`src/rtl/seq_pattern_gen_pkg.sv`:
```
`default_nettype none
// ============================================================================
// Module   : seq_pattern_gen_pkg
// Brief    : Shared types and constants for the serial pattern generator.
//            ST_GAP exists only when SEQ_PATTERN_GEN_GAP_EN is defined.
// Revision : 1.0 - initial release
// ============================================================================
package seq_pattern_gen_pkg;

    localparam int   c_DEFAULT_W  = 8;
    localparam logic c_IDLE_LEVEL = 1'b1;

    typedef enum logic [1:0] {
        ST_IDLE  = 2'd0,
        ST_SHIFT = 2'd1,
`ifdef SEQ_PATTERN_GEN_GAP_EN
        ST_GAP   = 2'd2,
`endif
        ST_DONE  = 2'd3
    } state_t;

endpackage : seq_pattern_gen_pkg
`default_nettype wire

```
`src/rtl/seq_pattern_shreg.sv`:
```
`default_nettype none
// ============================================================================
// Module   : seq_pattern_shreg
// Brief    : Loadable W-bit shift register, shifts left so the MSB leaves first.
// Revision : 1.0 - initial release
// ============================================================================
module seq_pattern_shreg
    import seq_pattern_gen_pkg::*;
#(
    parameter int W = c_DEFAULT_W
) (
    input  logic         clk,
    input  logic         reset,
    input  logic         load,
    input  logic         shift,
    input  logic [W-1:0] d,
    output logic         msb
);

    logic [W-1:0] r_q;

    always_ff @(posedge clk or posedge reset) begin
        if (reset) begin
            r_q <= '0;
        end else if (load) begin
            r_q <= d;
        end else if (shift) begin
            r_q <= {r_q[W-2:0], 1'b0};
        end
    end

    assign msb = r_q[W-1];

endmodule : seq_pattern_shreg
`default_nettype wire

```
`src/rtl/seq_pattern_gen.sv`:
```
`default_nettype none
// ============================================================================
// Module   : seq_pattern_gen
// Brief    : Serial burst generator: sends a left-justified pattern MSB first,
//            repeated rep_m1+1 times. Define SEQ_PATTERN_GEN_GAP_EN to insert
//            one idle GAP cycle between repetitions.
// Revision : 1.0 - initial release
// ============================================================================
module seq_pattern_gen
    import seq_pattern_gen_pkg::*;
#(
    parameter int W = c_DEFAULT_W
) (
    input  logic                 clk,
    input  logic                 reset,
    input  logic                 start,
    input  logic                 stop,
    input  logic [W-1:0]         pattern,
    input  logic [$clog2(W)-1:0] len_m1,
    input  logic [3:0]           rep_m1,
    output logic                 x,
    output logic                 valid,
    output logic                 busy,
    output logic                 done
);

    localparam int c_LW = $clog2(W);

    state_t          r_state;
    logic [W-1:0]    r_pat;
    logic [c_LW-1:0] r_len_m1;
    logic [c_LW-1:0] r_bit_cnt;
    logic [3:0]      r_rep_m1;
    logic [3:0]      r_rep_cnt;
    logic            r_x;
    logic            r_valid;
    logic            r_busy;
    logic            r_done;

    logic            w_last_bit;
    logic            w_last_rep;
    logic            w_ld;
    logic            w_sh;
    logic [W-1:0]    w_ld_data;
    logic            w_sh_msb;

    assign w_last_bit = (r_bit_cnt == r_len_m1);
    assign w_last_rep = (r_rep_cnt == r_rep_m1);

    // The register always holds the bits after the one currently on x, so a
    // load pre-shifts the pattern and x takes the MSB directly.
    assign w_ld_data = (r_state == ST_IDLE) ? {pattern[W-2:0], 1'b0}
                                            : {r_pat[W-2:0], 1'b0};
    assign w_ld = ((r_state == ST_IDLE) && start) ||
                  ((r_state == ST_SHIFT) && !stop && w_last_bit && !w_last_rep);
    assign w_sh = (r_state == ST_SHIFT) && !stop && !w_last_bit;

    seq_pattern_shreg #(
        .W (W)
    ) u_shreg (
        .clk   (clk),
        .reset (reset),
        .load  (w_ld),
        .shift (w_sh),
        .d     (w_ld_data),
        .msb   (w_sh_msb)
    );

    always_ff @(posedge clk or posedge reset) begin
        if (reset) begin
            r_state   <= ST_IDLE;
            r_pat     <= '0;
            r_len_m1  <= '0;
            r_rep_m1  <= '0;
            r_bit_cnt <= '0;
            r_rep_cnt <= '0;
            r_x       <= c_IDLE_LEVEL;
            r_valid   <= 1'b0;
            r_busy    <= 1'b0;
            r_done    <= 1'b0;
        end else begin
            case (r_state)
                ST_IDLE: begin
                    r_done <= 1'b0;
                    if (start) begin
                        r_pat     <= pattern;
                        r_len_m1  <= len_m1;
                        r_rep_m1  <= rep_m1;
                        r_bit_cnt <= '0;
                        r_rep_cnt <= '0;
                        r_x       <= pattern[W-1];
                        r_valid   <= 1'b1;
                        r_busy    <= 1'b1;
                        r_state   <= ST_SHIFT;
                    end
                end

                ST_SHIFT: begin
                    if (stop) begin
                        r_x     <= c_IDLE_LEVEL;
                        r_valid <= 1'b0;
                        r_busy  <= 1'b0;
                        r_state <= ST_IDLE;
                    end else if (!w_last_bit) begin
                        r_bit_cnt <= r_bit_cnt + 1'b1;
                        r_x       <= w_sh_msb;
                    end else if (w_last_rep) begin
                        r_x     <= c_IDLE_LEVEL;
                        r_valid <= 1'b0;
                        r_done  <= 1'b1;
                        r_state <= ST_DONE;
                    end else begin
                        r_bit_cnt <= '0;
                        r_rep_cnt <= r_rep_cnt + 1'b1;
`ifdef SEQ_PATTERN_GEN_GAP_EN
                        r_x     <= c_IDLE_LEVEL;
                        r_valid <= 1'b0;
                        r_state <= ST_GAP;
`else
                        r_x     <= r_pat[W-1];
`endif
                    end
                end

`ifdef SEQ_PATTERN_GEN_GAP_EN
                ST_GAP: begin
                    if (stop) begin
                        r_busy  <= 1'b0;
                        r_state <= ST_IDLE;
                    end else begin
                        r_x     <= r_pat[W-1];
                        r_valid <= 1'b1;
                        r_state <= ST_SHIFT;
                    end
                end
`endif

                ST_DONE: begin
                    r_done  <= 1'b0;
                    r_busy  <= 1'b0;
                    r_state <= ST_IDLE;
                end

                default: begin
                    r_x     <= c_IDLE_LEVEL;
                    r_valid <= 1'b0;
                    r_busy  <= 1'b0;
                    r_done  <= 1'b0;
                    r_state <= ST_IDLE;
                end
            endcase
        end
    end

    assign x     = r_x;
    assign valid = r_valid;
    assign busy  = r_busy;
    assign done  = r_done;

endmodule : seq_pattern_gen
`default_nettype wire

```
`config.mk`:
```
export PLATFORM = sky130hd
export DESIGN_NAME = seq_pattern_gen
export DESIGN_NICKNAME = d
export VERILOG_FILES = /design/src/rtl/seq_pattern_gen_pkg.sv /design/src/rtl/seq_pattern_shreg.sv /design/src/rtl/seq_pattern_gen.sv
export SDC_FILE = /design/constraint.sdc
export NUM_CORES = 1
export LEC_CHECK = 0
export BUFFER_PORTS_ARGS = -buffer_cell sky130_fd_sc_hd__buf_2
export CORE_MARGIN = 10
export CORE_UTILIZATION = 57
export CTS_CLUSTER_DIAMETER = 100
export DETAILED_ROUTE_END_ITERATION = 7
export PLACE_DENSITY_LB_ADDON = 0.05
export SYNTH_ARGS = -nofsm -noshare
export SYNTH_HDL_FRONTEND = slang
export SYNTH_SLANG_ARGS = --single-unit
```
`constraint.sdc`:
```
create_clock -name clk -period 2 [get_ports clk]
set_input_delay 0.4 -clock clk [delete_from_list [all_inputs] [get_ports clk]]
set_output_delay 0.4 -clock clk [all_outputs]
set_load 0.005 [all_outputs]
```
==> flow_summary.html, run 1 <==
<table>
<tr><th>Metric</th><th>Value</th></tr>
<tr><th colspan="2">Layout</th></tr>
<tr><td>Area Growth Syn to Fin</td><td>12.3%</td></tr>
<tr><td>Final std cell area, no fill</td><td>2040 um2</td></tr>
<tr><td>NumNets Final</td><td>between 150 and 200</td></tr>
<tr><td>Number of inserted diodes</td><td>0</td></tr>
<tr><td>Layout cells sized above 1</td><td>0.335</td></tr>
<tr><td>Leading cell type in the layout, fill and taps excluded</td><td>sky130_fd_sc_hd__dfrtp_1</td></tr>
<tr><td>Commonest non-fill, non-tap cells in the layout</td><td>34 x sky130_fd_sc_hd__dfrtp_1, 22 x sky130_fd_sc_hd__buf_2, 12 x sky130_fd_sc_hd__mux2i_1</td></tr>
<tr><td>Number of fill cells</td><td>255</td></tr>
<tr><th colspan="2">STA</th></tr>
<tr><td>Headroom to the max-slew limit</td><td>0.629</td></tr>
<tr><td>RSZ-0062 raised after global routing</td><td>no</td></tr>
<tr><td>Worst hold slack</td><td>0.0826 ns</td></tr>
<tr><td>Setup total negative slack</td><td>0 ns</td></tr>
<tr><td>Final Hold Violating Endpoints</td><td>0</td></tr>
<tr><td>Count of final max-slew check failures</td><td>0</td></tr>
<tr><td>Final cycle utilization of the critical path</td><td>0.884</td></tr>
<tr><td>Actual slew at the worst max-slew pin</td><td>0.556 ns</td></tr>
<tr><td>Minimum period implied by the final worst setup slack</td><td>1.77 ns</td></tr>
<tr><td>Worst setup skew after layout</td><td>approximately 0.014 ns</td></tr>
<tr><td>Number of endpoints failing setup at the final stage</td><td>0</td></tr>
<tr><td>Fmax</td><td>roughly 570 MHz</td></tr>
<tr><th colspan="2">Yosys</th></tr>
<tr><td>Fraction of post-synthesis cell area in the top cell type by area</td><td>0.468</td></tr>
<tr><td>Library cell with the largest summed area after synthesis</td><td>sky130_fd_sc_hd__dfrtp_1</td></tr>
<tr><td>Mean post-synth cell area</td><td>12.4 um2</td></tr>
<tr><td>Cells after synthesis</td><td>around 150</td></tr>
<tr><td>Distinct cell type count after synthesis</td><td>between 40 and 50</td></tr>
<tr><td>Share of the yosys chip area belonging to registers</td><td>0.483</td></tr>
<tr><td>YS warnings</td><td>0</td></tr>
<tr><td>Synthesized netlist net count</td><td>168</td></tr>
<tr><td>Synth Cell Area</td><td>1820 um2</td></tr>
<tr><td>Register bit total from synthesis</td><td>35</td></tr>
<tr><td>Leading post-synthesis cells by cell area</td><td>sky130_fd_sc_hd__dfrtp_1 47%, sky130_fd_sc_hd__mux2i_1 6.6%, sky130_fd_sc_hd__mux2_2 5.0%</td></tr>
<tr><th colspan="2">Drt</th></tr>
<tr><td>Violation count after the first detailed-routing iteration</td><td>55</td></tr>
<tr><td>Post-detailed-routing wire length</td><td>3690 um</td></tr>
<tr><td>DRC violations left</td><td>0</td></tr>
<tr><td>Wire length per cell after detailed routing</td><td>16.8 um</td></tr>
<tr><td>Via count</td><td>1,265</td></tr>
<tr><td>Remaining antenna violation count</td><td>0</td></tr>
<tr><td>Via-per-instance ratio</td><td>5.75</td></tr>
<tr><td>Number of iterations in the first detailed-routing pass</td><td>5</td></tr>
<tr><th colspan="2">Pwr</th></tr>
<tr><td>Internal power</td><td>around 1.4 mW</td></tr>
<tr><td>Share of power burned in the clock network</td><td>0.160</td></tr>
<tr><td>Pwr dens</td><td>1080 nW/um2</td></tr>
<tr><td>Sw power</td><td>between 0.8 and 0.9 mW</td></tr>
<tr><td>Sw Share</td><td>0.364</td></tr>
<tr><td>Leakage power</td><td>about 0.95 nW</td></tr>
<tr><td>Share of total power in combinational logic</td><td>0.356</td></tr>
<tr><td>Highest ir drop seen on vdd</td><td>between 0.0006 and 0.0007 V</td></tr>
<tr><td>Power share of the sequential group</td><td>0.484</td></tr>
<tr><th colspan="2">Setup path</th></tr>
<tr><td>Req. time, crit path</td><td>2.20 ns</td></tr>
<tr><td>RR Endpoint</td><td>u_shreg.r_q[3]</td></tr>
<tr><td>Crit path arrival time</td><td>1.97 ns</td></tr>
<tr><td>Highest net fanout along the worst path</td><td>9</td></tr>
<tr><td>Origin of the critical flop-to-flop path</td><td>r_rep_cnt[2]</td></tr>
<tr><td>R2r worst-path depth</td><td>4</td></tr>
<tr><td>Critical path capture point</td><td>u_shreg.r_q[3]</td></tr>
<tr><td>Worst setup EP type</td><td>flip-flop</td></tr>
<tr><td>Setup slack of the most critical reg-to-reg path</td><td>0.23 ns</td></tr>
<tr><td>Worst Setup Path Type</td><td>reg2reg</td></tr>
<tr><td>Timing startpoint of the critical path</td><td>r_rep_cnt[2]</td></tr>
<tr><td>Kind of start point of the critical path</td><td>flip-flop</td></tr>
<tr><th colspan="2">CTS</th></tr>
<tr><td>Number of buffers between clock root and the deepest sink</td><td>2</td></tr>
<tr><td>Latest clock arrival within the worst-skew pair</td><td>0.35 ns</td></tr>
<tr><td>Clock root cell</td><td>sky130_fd_sc_hd__clkbuf_4</td></tr>
<tr><td>CTS tree</td><td>done</td></tr>
<tr><td>Hold buffer count at cts</td><td>0</td></tr>
<tr><td>Number of gates given a new drive strength after cts</td><td>0</td></tr>
<tr><td>Number of H-tree branching levels</td><td>2</td></tr>
<tr><td>Total CTS buffers</td><td>5</td></tr>
<tr><td>Post-CTS Repair Setup Buffers</td><td>0</td></tr>
<tr><td>CTS sink count</td><td>35</td></tr>
<tr><td>Clock slew at the register clock pins of the worst setup and hold paths</td><td>roughly 0.11 ns</td></tr>
<tr><th colspan="2">Global routing</th></tr>
<tr><td>First-pass GRT wire length</td><td>~6300 um</td></tr>
<tr><td>Residual overflow from global routing</td><td>0</td></tr>
<tr><td>Number of global-route vias before repair</td><td>between 1,000 and 1,500</td></tr>
<tr><td>Number of antenna violations at the first check in global routing</td><td>0</td></tr>
<tr><td>Maximum number of pins on one net before global-route repair</td><td>24</td></tr>
<tr><td>Total routing usage reported by global routing</td><td>0.131</td></tr>
<tr><th colspan="2">Floorplanning</th></tr>
<tr><td>Full die area</td><td>5850 um2</td></tr>
<tr><td>IO Pins</td><td>23</td></tr>
<tr><td>Die Y</td><td>roughly 76 um</td></tr>
<tr><td>Number of rows created at floorplan</td><td>20</td></tr>
<tr><td>Initial cell density of the core</td><td>0.595</td></tr>
<tr><td>Core Area</td><td>3050 um2</td></tr>
<tr><td>Width of the die</td><td>76.5 um</td></tr>
<tr><th colspan="2">Placement</th></tr>
<tr><td>Number of buffers added on ports</td><td>22</td></tr>
<tr><td>Placed Area</td><td>roughly 2000 um2</td></tr>
<tr><td>GP Congestion</td><td>0.795</td></tr>
<tr><td>Detailed placer's ending HPWL</td><td>2720 um</td></tr>
<tr><th colspan="2">Worst hold path</th></tr>
<tr><td>Min-delay worst type</td><td>in2async</td></tr>
<tr><th colspan="2">Job</th></tr>
<tr><td>Number of max-cap violations</td><td>0</td></tr>
<tr><th colspan="2">Run status</th></tr>
<tr><td>Status</td><td>finished clean</td></tr>
</table>
## worst min-delay path by stage
stage,startpoint,to,slack [ns],depth (start not counted)
finish,reset,r_pat[7],0.08,2
global route,reset,r_bit_cnt[0],0.12,2
CTS,reset,r_pat[7],0.10,2
detailed placement,reset,r_len_m1[1],0.48,2
global placement,reset,r_len_m1[0],0.46,2
floorplan,r_pat[2],r_pat[2],0.46,1
## cell type report
cell class,instances,area (um2),share of cell area
flip-flops and latches,35,877,0.430
well taps,44,55.1,0.0270
clock buffers,6,41.3,0.0202
repair buffers,30,183,0.0895
inverters,11,41.3,0.0202
multi-input cells,94,843,0.413
## cells by family after synthesis
logic type               after synthesis  share of synthesized area
flip-flops                            35                      0.483
AO/OA/AOI/OAI                         29                      0.134
AND/OR/NAND/NOR                       29                      0.111
multiplexers                          27                      0.159
buffers and inverters                 18                     0.0530
XOR/XNOR                               7                     0.0461
adder cells (fa/ha/maj)                2                     0.0138
## power groups by stage
stage               Sequential (mW)  Combinational, mW  Clock (mW)
floorplan                      1.05              0.618           0
global placement               1.07              0.756           0
detailed placement             1.09              0.790           0
CTS                            1.07              0.791       0.355
global route                   1.10              0.881       0.383
finish                         1.07              0.789       0.353
## sequential cells by signal, summed over array words and instances (netlist names)
register,flops
r_pat,8
u_shreg.r_q,7
r_rep_cnt,4
r_rep_m1,4
r_bit_cnt,3
r_len_m1,3
r_state,2
busy,1
done,1
valid,1
x,1
## stage by stage
step	cells	utilization	power, mW	worst slack, ns
6_report	220	0.668	2.21	0.232
5_1_grt	220	0.668	2.36	0.147
4_1_cts	220	0.668	2.22	0.228
3_5_place_dp	214	0.655	1.88	0.205
3_3_place_gp	214	0.655	1.83	0.246
2_1_floorplan	147	-	1.67	0.459
## layer usage
| layer | share of wire | GRT usage | vias up |
|---|---|---|---|
| met3 | 0.049 | 0.0342 | 8 |
| li1 | - | - | 598 |
| met1 | 0.45 | 0.157 | 616 |
| met2 | 0.48 | 0.212 | 43 |
| met4 | 0.020 | 0.0651 | 0 |
| met5 | 0 | 0 | - |
## synthesized netlist by cell type, drive strengths merged
master	instances
a21oi	7
nand4	3
ha	2
xor2	4
dfstp	1
o211ai	3
and3	2
nor2	2
mux2	15
nand2b	1
a21o	1
o21ai	3
o31a	2
a32oi	3
o41ai	1
mux2i	12
a31oi	4
or3b	1
o221ai	2
o22ai	2
nand2	9
nand4b	1
inv	11
nor3b	1
nor3	2
nand3b	1
nor4	4
dfrtp	34
nand3	2
buf	7
a211oi	1
xnor2	3
## worst max-delay path, cell delays in order, from the launching register on
cell and delay, ns:
sky130_fd_sc_hd__dfrtp_1 0.44, sky130_fd_sc_hd__xor2_1 0.18, sky130_fd_sc_hd__nor4_4 0.31, sky130_fd_sc_hd__o31a_1 0.52
sky130_fd_sc_hd__o221ai_2 0.17
Power figures use the tool's default switching activity.
==> run 2: changes to the inputs <==
--- a/config.mk
+++ b/config.mk
@@ -5,8 +5,8 @@
 export SDC_FILE = /design/constraint.sdc
 export NUM_CORES = 1
 export LEC_CHECK = 0
+export ABC_AREA = 1
 export BUFFER_PORTS_ARGS = -buffer_cell sky130_fd_sc_hd__buf_2
-export CORE_MARGIN = 10
 export CORE_UTILIZATION = 57
 export CTS_CLUSTER_DIAMETER = 100
 export DETAILED_ROUTE_END_ITERATION = 7
==> run 2 against run 1 <==
  * Clock power up 51%
  * Core utilization up 1.2 points
  * Combinational power up 14%
  * Synthesized cell count up 63%
  * Clock skew down 0.0086 ns
  * Largest cell class unchanged
  * Sequential power about the same
  * Wire length down 1.1%
  * Highest routed layer unchanged
  * Global-route usage up 11 points
  * Total power up 14%
==> flow_summary.html, run 2 <==
<table>
<tr><th>Metric</th><th>Value</th></tr>
<tr><th colspan="2">Pwr</th></tr>
<tr><td>Total power draw</td><td>2.53 mW (was 2.21 mW)</td></tr>
<tr><td>Leakage power</td><td>1.12 nW (was 0.955 nW)</td></tr>
<tr><td>Highest ir drop seen on vdd</td><td>0.000623 V (was 0.000607 V)</td></tr>
<tr><td>Pwr dens</td><td>1210 nW/um2 (was 1080 nW/um2)</td></tr>
<tr><th colspan="2">Layout</th></tr>
<tr><td>Number of inserted diodes</td><td>0 (unchanged)</td></tr>
<tr><td>Layout cells sized above 1</td><td>0.191 (was 0.335)</td></tr>
<tr><td>Area Growth Syn to Fin</td><td>13.1% (was 12.3%)</td></tr>
<tr><td>Number of fill cells</td><td>255 (unchanged)</td></tr>
<tr><td>Regs by FF count</td><td>r_pat (8), u_shreg.r_q (7) (unchanged)</td></tr>
<tr><td>Biggest register</td><td>r_pat (unchanged)</td></tr>
<tr><td>Leading cell type in the layout, fill and taps excluded</td><td>sky130_fd_sc_hd__nand2_1 (was sky130_fd_sc_hd__dfrtp_1)</td></tr>
<tr><td>Commonest non-fill, non-tap cells in the layout</td><td>97 x sky130_fd_sc_hd__nand2_1, 34 x sky130_fd_sc_hd__dfrtp_1, 28 x sky130_fd_sc_hd__inv_1 (was 34 x sky130_fd_sc_hd__dfrtp_1, 22 x sky130_fd_sc_hd__buf_2, 12 x sky130_fd_sc_hd__mux2i_1)</td></tr>
<tr><td>Flip-flop count of the largest register after layout</td><td>8 (unchanged)</td></tr>
<tr><td>NumNets Final</td><td>287 (was 198)</td></tr>
<tr><th colspan="2">Floorplanning</th></tr>
<tr><td>Number of rows created at floorplan</td><td>20 (unchanged)</td></tr>
<tr><td>Width of the die</td><td>59.0 um (was 76.5 um)</td></tr>
<tr><td>IO Pins</td><td>23 (unchanged)</td></tr>
<tr><td>Initial cell density of the core</td><td>0.601 (was 0.595)</td></tr>
<tr><td>Die Y</td><td>59.0 um (was 76.5 um)</td></tr>
<tr><td>Core Area</td><td>3080 um2 (was 3050 um2)</td></tr>
<tr><td>Full die area</td><td>3480 um2 (was 5850 um2)</td></tr>
<tr><th colspan="2">Drt</th></tr>
<tr><td>Remaining antenna violation count</td><td>0 (unchanged)</td></tr>
<tr><td>Via-per-instance ratio</td><td>4.88 (was 5.75)</td></tr>
<tr><td>Wire length per cell after detailed routing</td><td>11.7 um (was 16.8 um)</td></tr>
<tr><td>Via count</td><td>1,519 (was 1,265)</td></tr>
<tr><td>DRC violations left</td><td>0 (unchanged)</td></tr>
<tr><td>Number of iterations in the first detailed-routing pass</td><td>4 (was 5)</td></tr>
<tr><td>Violation count after the first detailed-routing iteration</td><td>77 (was 55)</td></tr>
<tr><td>Post-detailed-routing wire length</td><td>3650 um (was 3690 um)</td></tr>
<tr><th colspan="2">Worst hold path</th></tr>
<tr><td>Min-delay worst type</td><td>in2async (unchanged)</td></tr>
<tr><th colspan="2">Global routing</th></tr>
<tr><td>Number of antenna violations at the first check in global routing</td><td>0 (unchanged)</td></tr>
<tr><td>First-pass GRT wire length</td><td>6120 um (was 6340 um)</td></tr>
<tr><td>Maximum number of pins on one net before global-route repair</td><td>36 (was 24)</td></tr>
<tr><td>Number of global-route vias before repair</td><td>1,396 (was 1,349)</td></tr>
<tr><td>Total routing usage reported by global routing</td><td>0.245 (was 0.131)</td></tr>
<tr><td>Residual overflow from global routing</td><td>0 (unchanged)</td></tr>
<tr><th colspan="2">STA</th></tr>
<tr><td>Setup total negative slack</td><td>0 ns (unchanged)</td></tr>
<tr><td>RSZ-0062 raised after global routing</td><td>no (unchanged)</td></tr>
<tr><td>Headroom to the max-slew limit</td><td>0.709 (was 0.629)</td></tr>
<tr><td>Number of endpoints failing setup at the final stage</td><td>0 (unchanged)</td></tr>
<tr><td>Final worst-path setup slack</td><td>0.361 ns (was 0.232 ns)</td></tr>
<tr><td>Fmax</td><td>610 MHz (was 566 MHz)</td></tr>
<tr><td>Actual slew at the worst max-slew pin</td><td>0.434 ns (was 0.556 ns)</td></tr>
<tr><td>Worst setup skew after layout</td><td>0.00528 ns (was 0.0139 ns)</td></tr>
<tr><td>Count of final max-slew check failures</td><td>0 (unchanged)</td></tr>
<tr><td>Final Hold Violating Endpoints</td><td>0 (unchanged)</td></tr>
<tr><td>Minimum period implied by the final worst setup slack</td><td>1.64 ns (was 1.77 ns)</td></tr>
<tr><td>Final cycle utilization of the critical path</td><td>0.819 (was 0.884)</td></tr>
<tr><th colspan="2">CTS</th></tr>
<tr><td>CTS tree</td><td>done (unchanged)</td></tr>
<tr><td>Number of buffers between clock root and the deepest sink</td><td>2 (unchanged)</td></tr>
<tr><td>Total CTS buffers</td><td>5 (unchanged)</td></tr>
<tr><td>Clock slew at the register clock pins of the worst setup and hold paths</td><td>0.11 ns (about the same)</td></tr>
<tr><td>Clock root cell</td><td>sky130_fd_sc_hd__clkbuf_4 (unchanged)</td></tr>
<tr><td>Hold buffer count at cts</td><td>0 (unchanged)</td></tr>
<tr><td>Number of gates given a new drive strength after cts</td><td>0 (unchanged)</td></tr>
<tr><td>Number of H-tree branching levels</td><td>2 (unchanged)</td></tr>
<tr><td>Post-CTS Repair Setup Buffers</td><td>0 (unchanged)</td></tr>
<tr><td>CTS sink count</td><td>35 (unchanged)</td></tr>
<tr><td>Latest clock arrival within the worst-skew pair</td><td>0.34 ns (was 0.35 ns)</td></tr>
<tr><th colspan="2">Yosys</th></tr>
<tr><td>Synthesized netlist net count</td><td>260 (was 168)</td></tr>
<tr><td>Library cell with the largest summed area after synthesis</td><td>sky130_fd_sc_hd__dfrtp_1 (unchanged)</td></tr>
<tr><td>Proportion of register bits with asynchronous set or reset after synthesis</td><td>1.00 (unchanged)</td></tr>
<tr><td>Cells after synthesis</td><td>239 (was 147)</td></tr>
<tr><td>Share of the yosys chip area belonging to registers</td><td>0.474 (was 0.483)</td></tr>
<tr><td>Top cells by count, synth</td><td>97 x sky130_fd_sc_hd__nand2_1, 34 x sky130_fd_sc_hd__dfrtp_1, 28 x sky130_fd_sc_hd__inv_1, 22 x sky130_fd_sc_hd__o21ai_0 (was 34 x sky130_fd_sc_hd__dfrtp_1, 12 x sky130_fd_sc_hd__mux2i_1, 11 x sky130_fd_sc_hd__inv_1, 9 x sky130_fd_sc_hd__nand2_1, 8 x sky130_fd_sc_hd__mux2_2)</td></tr>
<tr><td>Mean post-synth cell area</td><td>7.74 um2 (was 12.4 um2)</td></tr>
<tr><td>Fraction of post-synthesis cell area in the top cell type by area</td><td>0.460 (was 0.468)</td></tr>
<tr><td>Distinct cell type count after synthesis</td><td>29 (was 41)</td></tr>
<tr><td>Most repeated cell in the gate-level netlist after synthesis</td><td>sky130_fd_sc_hd__nand2_1 (was sky130_fd_sc_hd__dfrtp_1)</td></tr>
<tr><td>Dominant synthesized flop cell</td><td>sky130_fd_sc_hd__dfrtp_1 (unchanged)</td></tr>
<tr><td>Post-synth EDFFs</td><td>0 (unchanged)</td></tr>
<tr><td>Synth Cell Area</td><td>1850 um2 (was 1820 um2)</td></tr>
<tr><td>Leading post-synthesis cells by cell area</td><td>sky130_fd_sc_hd__dfrtp_1 46%, sky130_fd_sc_hd__nand2_1 20%, sky130_fd_sc_hd__o21ai_0 5.9% (was sky130_fd_sc_hd__dfrtp_1 47%, sky130_fd_sc_hd__mux2i_1 6.6%, sky130_fd_sc_hd__mux2_2 5.0%)</td></tr>
<tr><td>Register bit total from synthesis</td><td>35 (unchanged)</td></tr>
<tr><td>YS warnings</td><td>0 (unchanged)</td></tr>
<tr><th colspan="2">Setup path</th></tr>
<tr><td>Stages on the worst setup path</td><td>4 (unchanged)</td></tr>
<tr><td>R2r worst-path depth</td><td>4 (unchanged)</td></tr>
<tr><td>Setup slack of the most critical reg-to-reg path</td><td>0.36 ns (was 0.23 ns)</td></tr>
<tr><td>Buffers and inverters on the worst path</td><td>1 (was 0)</td></tr>
<tr><td>Worst setup EP type</td><td>flip-flop (unchanged)</td></tr>
<tr><td>Highest net fanout along the worst path</td><td>19 (was 9)</td></tr>
<tr><td>Crit path max-delay family</td><td>buffers and inverters (was compound AO/OA/AOI/OAI gates)</td></tr>
<tr><td>Worst Setup Path Type</td><td>reg2reg (unchanged)</td></tr>
<tr><td>Critical path cell sequence</td><td>nor2_2 &gt; nand2_2 &gt; clkinv_1 &gt; o21ai_0 (was xor2_1 &gt; nor4_4 &gt; o31a_1 &gt; o221ai_2)</td></tr>
<tr><td>Req. time, crit path</td><td>2.25 ns (was 2.20 ns)</td></tr>
<tr><td>Critical Path Slowest Stage Cell</td><td>sky130_fd_sc_hd__clkinv_1 (was sky130_fd_sc_hd__o31a_1)</td></tr>
<tr><td>Crit path arrival time</td><td>1.89 ns (was 1.97 ns)</td></tr>
<tr><td>Kind of start point of the critical path</td><td>flip-flop (unchanged)</td></tr>
<tr><td>Slowest stage delay, CP</td><td>0.45 ns (was 0.52 ns)</td></tr>
<tr><th colspan="2">Placement</th></tr>
<tr><td>Detailed placer's ending HPWL</td><td>2640 um (was 2720 um)</td></tr>
<tr><td>GP Congestion</td><td>0.774 (was 0.795)</td></tr>
<tr><td>Pre-CTS worst setup slack</td><td>0.348 ns (was 0.205 ns)</td></tr>
<tr><td>Number of buffers added on ports</td><td>22 (unchanged)</td></tr>
<tr><th colspan="2">Run status</th></tr>
<tr><td>Status</td><td>finished clean (unchanged)</td></tr>
<tr><th colspan="2">Job</th></tr>
<tr><td>Number of max-cap violations</td><td>0 (unchanged)</td></tr>
</table>
==> run 2: changes by cell type in the layout (fill, tap and decap cells not counted), sizes merged, moves of 9 or more <==
cell and change:
inv +21, mux2 -15, mux2i -12, nand2 +92
nor2 +9, o21ai +25
==> run 2: metrics by stage <==
step                      instances  hold WS, ns  area [um2]   util
after floorplan                 239        0.448        1850      -
after global placement          303        0.462        2010  0.652
after detailed placement        303        0.455        2010  0.652
after CTS                       311        0.155        2090  0.680
after global routing            311        0.174        2090  0.680
final                           311        0.136        2090  0.680
==> run 2: path summary, 6_finish.rpt <==
| check | start | endpoint |
|---|---|---|
| max | r_state[1] | r_rep_m1[0] |
| min | reset | r_rep_m1[3] |
| max reg2reg | r_state[1] | r_rep_m1[0] |
| min reg2reg | x | x |
| max in group asynchronous | reset | x |
| min in group clk | rep_m1[3] | r_rep_m1[3] |
==> run 2: cell families (layout without fill, tap and decap cells) <==
group                      after synthesis  in the layout  synth area share
and+or+nand+nor                        129            129             0.314
buffers and inverters                   37             65            0.0825
DFF                                     35             35             0.474
AOI/OAI and AO/OA                       33             33             0.101
xor gates and xnor gates                 3              3            0.0142
adders and majority gates                2              2            0.0135
==> run 2: final cells by class <==
type                            count  area [um2]  area share
Clock buffer                        6        51.3      0.0245
Clock inverter                      2        35.0      0.0167
Inverter                           33         129      0.0616
Multi-Input combinational cell    167         821       0.392
Sequential cell                    35         877       0.419
Tap cell                           44        55.1      0.0263
Timing Repair Buffer               24         125      0.0598
==> run 2: worst register-to-register path, cell delays in order, from the launching register on <==
cell                       delay [ns]
sky130_fd_sc_hd__dfrtp_1         0.44
sky130_fd_sc_hd__nor2_2          0.07
sky130_fd_sc_hd__nand2_2         0.26
sky130_fd_sc_hd__clkinv_1        0.46
sky130_fd_sc_hd__o21ai_0         0.33
==> run 2: metal layers <==
metal / GRT usage / share of wire / wire [um]
met2: 0.420 / 0.49 / 1800
met5: 0 / 0 / 0
met3: 0.0590 / 0.032 / 117
met1: 0.300 / 0.46 / 1670
met4: 0.0918 / 0.017 / 61
==> run 2: report_power, final <==
group	switching, mW	leakage (nW)	internal (mW)	total [mW]
combinational	0.579	0.633	0.324	0.903
sequential	0.160	0.437	0.935	1.10
clock	0.236	0.0482	0.295	0.532
==> run 3: changes to the inputs <==
--- a/config.mk
+++ b/config.mk
@@ -5,7 +5,7 @@
 export SDC_FILE = /design/constraint.sdc
 export NUM_CORES = 1
 export LEC_CHECK = 0
-export ABC_AREA = 1
+export ABC_AREA = 0
 export BUFFER_PORTS_ARGS = -buffer_cell sky130_fd_sc_hd__buf_2
 export CORE_UTILIZATION = 57
 export CTS_CLUSTER_DIAMETER = 100
==> constraint.sdc (replaced) <==
create_clock -name clk -period 1.6 [get_ports clk]
set_input_delay 0.32 -clock clk [delete_from_list [all_inputs] [get_ports clk]]
set_output_delay 0.32 -clock clk [all_outputs]
set_load 0.005 [all_outputs]
==> run 3 against run 2 <==
  * Critical path depth rose by 1
  * The run now ends with setup timing left
  * Design area rose by 3.6%
  * Clock power fell by 12%
  * Total power rose by 16%
  * Global-route usage fell by 0.84 points
  * Sequential share of layout area fell by 1.5 points
  * Sequential power rose by 20%
  * Highest routed layer unchanged
  * Critical path type unchanged
  * First-iteration DRC count fell by 21%
  * Clock-buffer cell count rose by 1
  * Clock skew rose by 0.0028 ns
  * Largest power group unchanged
  * Die area fell by 1.8%
  * Wire length fell by 3.0%
==> flow_summary.html, run 3 (same netlist as run 1, synthesis figures left out) <==
<table>
<tr><th>Metric</th><th>Value</th></tr>
<tr><th colspan="2">Run status</th></tr>
<tr><td>Status</td><td>complete, but fails checks (was finished clean)</td></tr>
<tr><td>Violations in the final reports</td><td>setup timing</td></tr>
<tr><th colspan="2">Pwr</th></tr>
<tr><td>Share of total power in combinational logic</td><td>0.389 (was 0.357)</td></tr>
<tr><td>Highest ir drop seen on vdd</td><td>0.000735 V (was 0.000623 V)</td></tr>
<tr><td>Sw power</td><td>1.06 mW (was 0.975 mW)</td></tr>
<tr><td>Pwr dens</td><td>1350 nW/um2 (was 1210 nW/um2)</td></tr>
<tr><td>Sw Share</td><td>0.362 (was 0.385)</td></tr>
<tr><td>Power share of the sequential group</td><td>0.451 (was 0.433)</td></tr>
<tr><td>Internal power</td><td>1.87 mW (was 1.55 mW)</td></tr>
<tr><td>Leakage power</td><td>1.03 nW (was 1.12 nW)</td></tr>
<tr><td>Share of power burned in the clock network</td><td>0.160 (was 0.210)</td></tr>
<tr><th colspan="2">Placement</th></tr>
<tr><td>Pre-CTS worst setup slack</td><td>-0.118 ns (was 0.348 ns)</td></tr>
<tr><td>GP Congestion</td><td>0.771 (was 0.774)</td></tr>
<tr><td>Detailed placer's ending HPWL</td><td>2520 um (was 2640 um)</td></tr>
<tr><td>Number of buffers added on ports</td><td>22 (unchanged)</td></tr>
<tr><th colspan="2">Drt</th></tr>
<tr><td>Wire length per cell after detailed routing</td><td>15.0 um (was 11.7 um)</td></tr>
<tr><td>Violation count after the first detailed-routing iteration</td><td>61 (was 77)</td></tr>
<tr><td>Remaining antenna violation count</td><td>0 (unchanged)</td></tr>
<tr><td>Via-per-instance ratio</td><td>5.48 (was 4.88)</td></tr>
<tr><td>Post-detailed-routing wire length</td><td>3540 um (was 3650 um)</td></tr>
<tr><td>Number of iterations in the first detailed-routing pass</td><td>4 (unchanged)</td></tr>
<tr><td>Via count</td><td>1,294 (was 1,519)</td></tr>
<tr><td>DRC violations left</td><td>0 (unchanged)</td></tr>
<tr><th colspan="2">Setup path</th></tr>
<tr><td>Crit path arrival time</td><td>1.89 ns (about the same)</td></tr>
<tr><td>Origin of the critical flop-to-flop path</td><td>r_rep_m1[0] (was r_state[1])</td></tr>
<tr><td>Setup slack of the most critical reg-to-reg path</td><td>-0.02 ns (was 0.36 ns)</td></tr>
<tr><td>Worst Setup Path Type</td><td>reg2reg (unchanged)</td></tr>
<tr><td>Req. time, crit path</td><td>1.87 ns (was 2.25 ns)</td></tr>
<tr><td>Worst setup EP type</td><td>flip-flop (unchanged)</td></tr>
<tr><td>Highest net fanout along the worst path</td><td>9 (was 19)</td></tr>
<tr><td>Kind of start point of the critical path</td><td>flip-flop (unchanged)</td></tr>
<tr><td>RR Endpoint</td><td>r_rep_cnt[1] (was r_rep_m1[0])</td></tr>
<tr><td>R2r worst-path depth</td><td>5 (was 4)</td></tr>
<tr><th colspan="2">Global routing</th></tr>
<tr><td>First-pass GRT wire length</td><td>5840 um (was 6120 um)</td></tr>
<tr><td>Total routing usage reported by global routing</td><td>0.237 (was 0.245)</td></tr>
<tr><td>Maximum number of pins on one net before global-route repair</td><td>36 (unchanged)</td></tr>
<tr><td>Number of global-route vias before repair</td><td>1,297 (was 1,396)</td></tr>
<tr><td>Residual overflow from global routing</td><td>0 (unchanged)</td></tr>
<tr><td>Number of antenna violations at the first check in global routing</td><td>0 (unchanged)</td></tr>
<tr><th colspan="2">STA</th></tr>
<tr><td>Headroom to the max-slew limit</td><td>0.703 (was 0.709)</td></tr>
<tr><td>Count of final max-slew check failures</td><td>0 (unchanged)</td></tr>
<tr><td>Actual slew at the worst max-slew pin</td><td>0.445 ns (was 0.434 ns)</td></tr>
<tr><td>Worst setup skew after layout</td><td>0.00811 ns (was 0.00528 ns)</td></tr>
<tr><td>Fmax</td><td>616 MHz (was 610 MHz)</td></tr>
<tr><td>Final worst-path setup slack</td><td>-0.0229 ns (was 0.361 ns)</td></tr>
<tr><td>Final cycle utilization of the critical path</td><td>1.01 (was 0.819)</td></tr>
<tr><td>Minimum period implied by the final worst setup slack</td><td>1.62 ns (was 1.64 ns)</td></tr>
<tr><td>Number of endpoints failing setup at the final stage</td><td>1 (was 0)</td></tr>
<tr><td>Worst hold slack</td><td>0.0516 ns (was 0.136 ns)</td></tr>
<tr><td>RSZ-0062 raised after global routing</td><td>yes (was no)</td></tr>
<tr><td>Final Hold Violating Endpoints</td><td>0 (unchanged)</td></tr>
<tr><th colspan="2">CTS</th></tr>
<tr><td>CTS sink count</td><td>35 (unchanged)</td></tr>
<tr><td>Total CTS buffers</td><td>5 (unchanged)</td></tr>
<tr><td>Clock root cell</td><td>sky130_fd_sc_hd__clkbuf_4 (unchanged)</td></tr>
<tr><td>Clock slew at the register clock pins of the worst setup and hold paths</td><td>0.11 ns (about the same)</td></tr>
<tr><td>Number of H-tree branching levels</td><td>2 (unchanged)</td></tr>
<tr><td>Latest clock arrival within the worst-skew pair</td><td>0.35 ns (was 0.34 ns)</td></tr>
<tr><td>CTS tree</td><td>done (unchanged)</td></tr>
<tr><td>Number of buffers between clock root and the deepest sink</td><td>2 (unchanged)</td></tr>
<tr><td>Hold buffer count at cts</td><td>0 (unchanged)</td></tr>
<tr><th colspan="2">Layout</th></tr>
<tr><td>End-of-flow core utilization</td><td>0.717 (was 0.680)</td></tr>
<tr><td>Biggest register</td><td>r_pat (unchanged)</td></tr>
<tr><td>Leading cell type in the layout, fill and taps excluded</td><td>sky130_fd_sc_hd__dfrtp_1 (was sky130_fd_sc_hd__nand2_1)</td></tr>
<tr><td>Flip-flop count of the largest register after layout</td><td>8 (unchanged)</td></tr>
<tr><td>Commonest non-fill, non-tap cells in the layout</td><td>34 x sky130_fd_sc_hd__dfrtp_1, 22 x sky130_fd_sc_hd__buf_2, 21 x sky130_fd_sc_hd__buf_4 (was 97 x sky130_fd_sc_hd__nand2_1, 34 x sky130_fd_sc_hd__dfrtp_1, 28 x sky130_fd_sc_hd__inv_1)</td></tr>
<tr><td>Number of inserted diodes</td><td>0 (unchanged)</td></tr>
<tr><td>NumNets Final</td><td>212 (was 287)</td></tr>
<tr><td>Area Growth Syn to Fin</td><td>19.4% (was 13.1%)</td></tr>
<tr><td>Layout cells sized above 1</td><td>0.401 (was 0.191)</td></tr>
<tr><td>Regs by FF count</td><td>r_pat (8), u_shreg.r_q (7) (unchanged)</td></tr>
<tr><th colspan="2">Floorplanning</th></tr>
<tr><td>Full die area</td><td>3420 um2 (was 3480 um2)</td></tr>
<tr><td>Width of the die</td><td>58.5 um (was 59.0 um)</td></tr>
<tr><td>Core Area</td><td>3030 um2 (was 3080 um2)</td></tr>
<tr><td>IO Pins</td><td>23 (unchanged)</td></tr>
<tr><td>Number of rows created at floorplan</td><td>20 (unchanged)</td></tr>
<tr><td>Die Y</td><td>58.5 um (was 59.0 um)</td></tr>
<tr><td>Initial cell density of the core</td><td>0.600 (was 0.601)</td></tr>
<tr><th colspan="2">Job</th></tr>
<tr><td>Number of max-cap violations</td><td>0 (unchanged)</td></tr>
<tr><th colspan="2">Worst hold path</th></tr>
<tr><td>Min-delay worst type</td><td>in2async (unchanged)</td></tr>
</table>
[run 3: power by group through the flow]
stage / combinational, mW / sequential, mW / clock, mW
global route: 1.24 / 1.34 / 0.518
detailed placement: 1.06 / 1.34 / 0
finish: 1.14 / 1.32 / 0.468
global placement: 1.02 / 1.32 / 0
CTS: 1.08 / 1.32 / 0.482
floorplan: 0.773 / 1.31 / 0
[run 3: worst max path at each step]
stage	to	cells after the start	slack [ns]	from
6_report	r_rep_cnt[1]	5	-0.02	r_rep_m1[0]
3_5_place_dp	u_shreg.r_q[5]	4	-0.12	r_rep_m1[3]
2_1_floorplan	r_pat[2]	6	0.06	r_state[0]
4_1_cts	u_shreg.r_q[5]	5	-0.01	r_state[1]
3_3_place_gp	u_shreg.r_q[5]	6	-0.04	stop
5_1_grt	r_rep_cnt[1]	5	-0.07	r_rep_m1[0]
[run 3: stage by stage]
| stage | power [mW] | area, um2 | setup TNS [ns] | cells |
|---|---|---|---|---|
| floorplan | 2.08 | 1820 | 0 | 147 |
| global placement | 2.35 | 2070 | -0.182 | 225 |
| detailed placement | 2.40 | 2070 | -0.874 | 225 |
| CTS | 2.88 | 2130 | -0.0165 | 233 |
| global route | 3.10 | 2170 | -0.437 | 236 |
| finish | 2.93 | 2170 | -0.0229 | 236 |
[run 3: worst max-delay path, cell delays in order (launching register included)]
cell,delay [ns]
sky130_fd_sc_hd__dfrtp_1,0.41
sky130_fd_sc_hd__xor2_1,0.19
sky130_fd_sc_hd__nor4_4,0.35
sky130_fd_sc_hd__buf_4,0.17
sky130_fd_sc_hd__o31a_4,0.21
sky130_fd_sc_hd__mux2i_1,0.21
[run 3: per-layer routing]
metal | share of wire | global-route usage | vias up
met2 | 0.50 | 0.381 | 21
met1 | 0.45 | 0.296 | 637
met4 | 0.021 | 0.105 | 0
met3 | 0.037 | 0.0725 | 6
met5 | 0 | 0 | -
li1 | - | - | 630
[run 3: cell type report]
class                      instances  area, um2
multi-input combinational         94        867
timing repair buffer              44        279
clock buffer                       7       45.0
inverter                          11       41.3
clock inverter                     1       5.00
tap                               44       55.1
sequential                        35        877
fill                             238        858
[run 3: repair_timing]
| action | 4_1_cts | 5_1_grt |
|---|---|---|
| resized for setup | 3 | 3 |
| setup buffers | 0 | 3 |
| endpoints found under the setup margin | 11 | 15 |
| pin swaps | 0 | 4 |
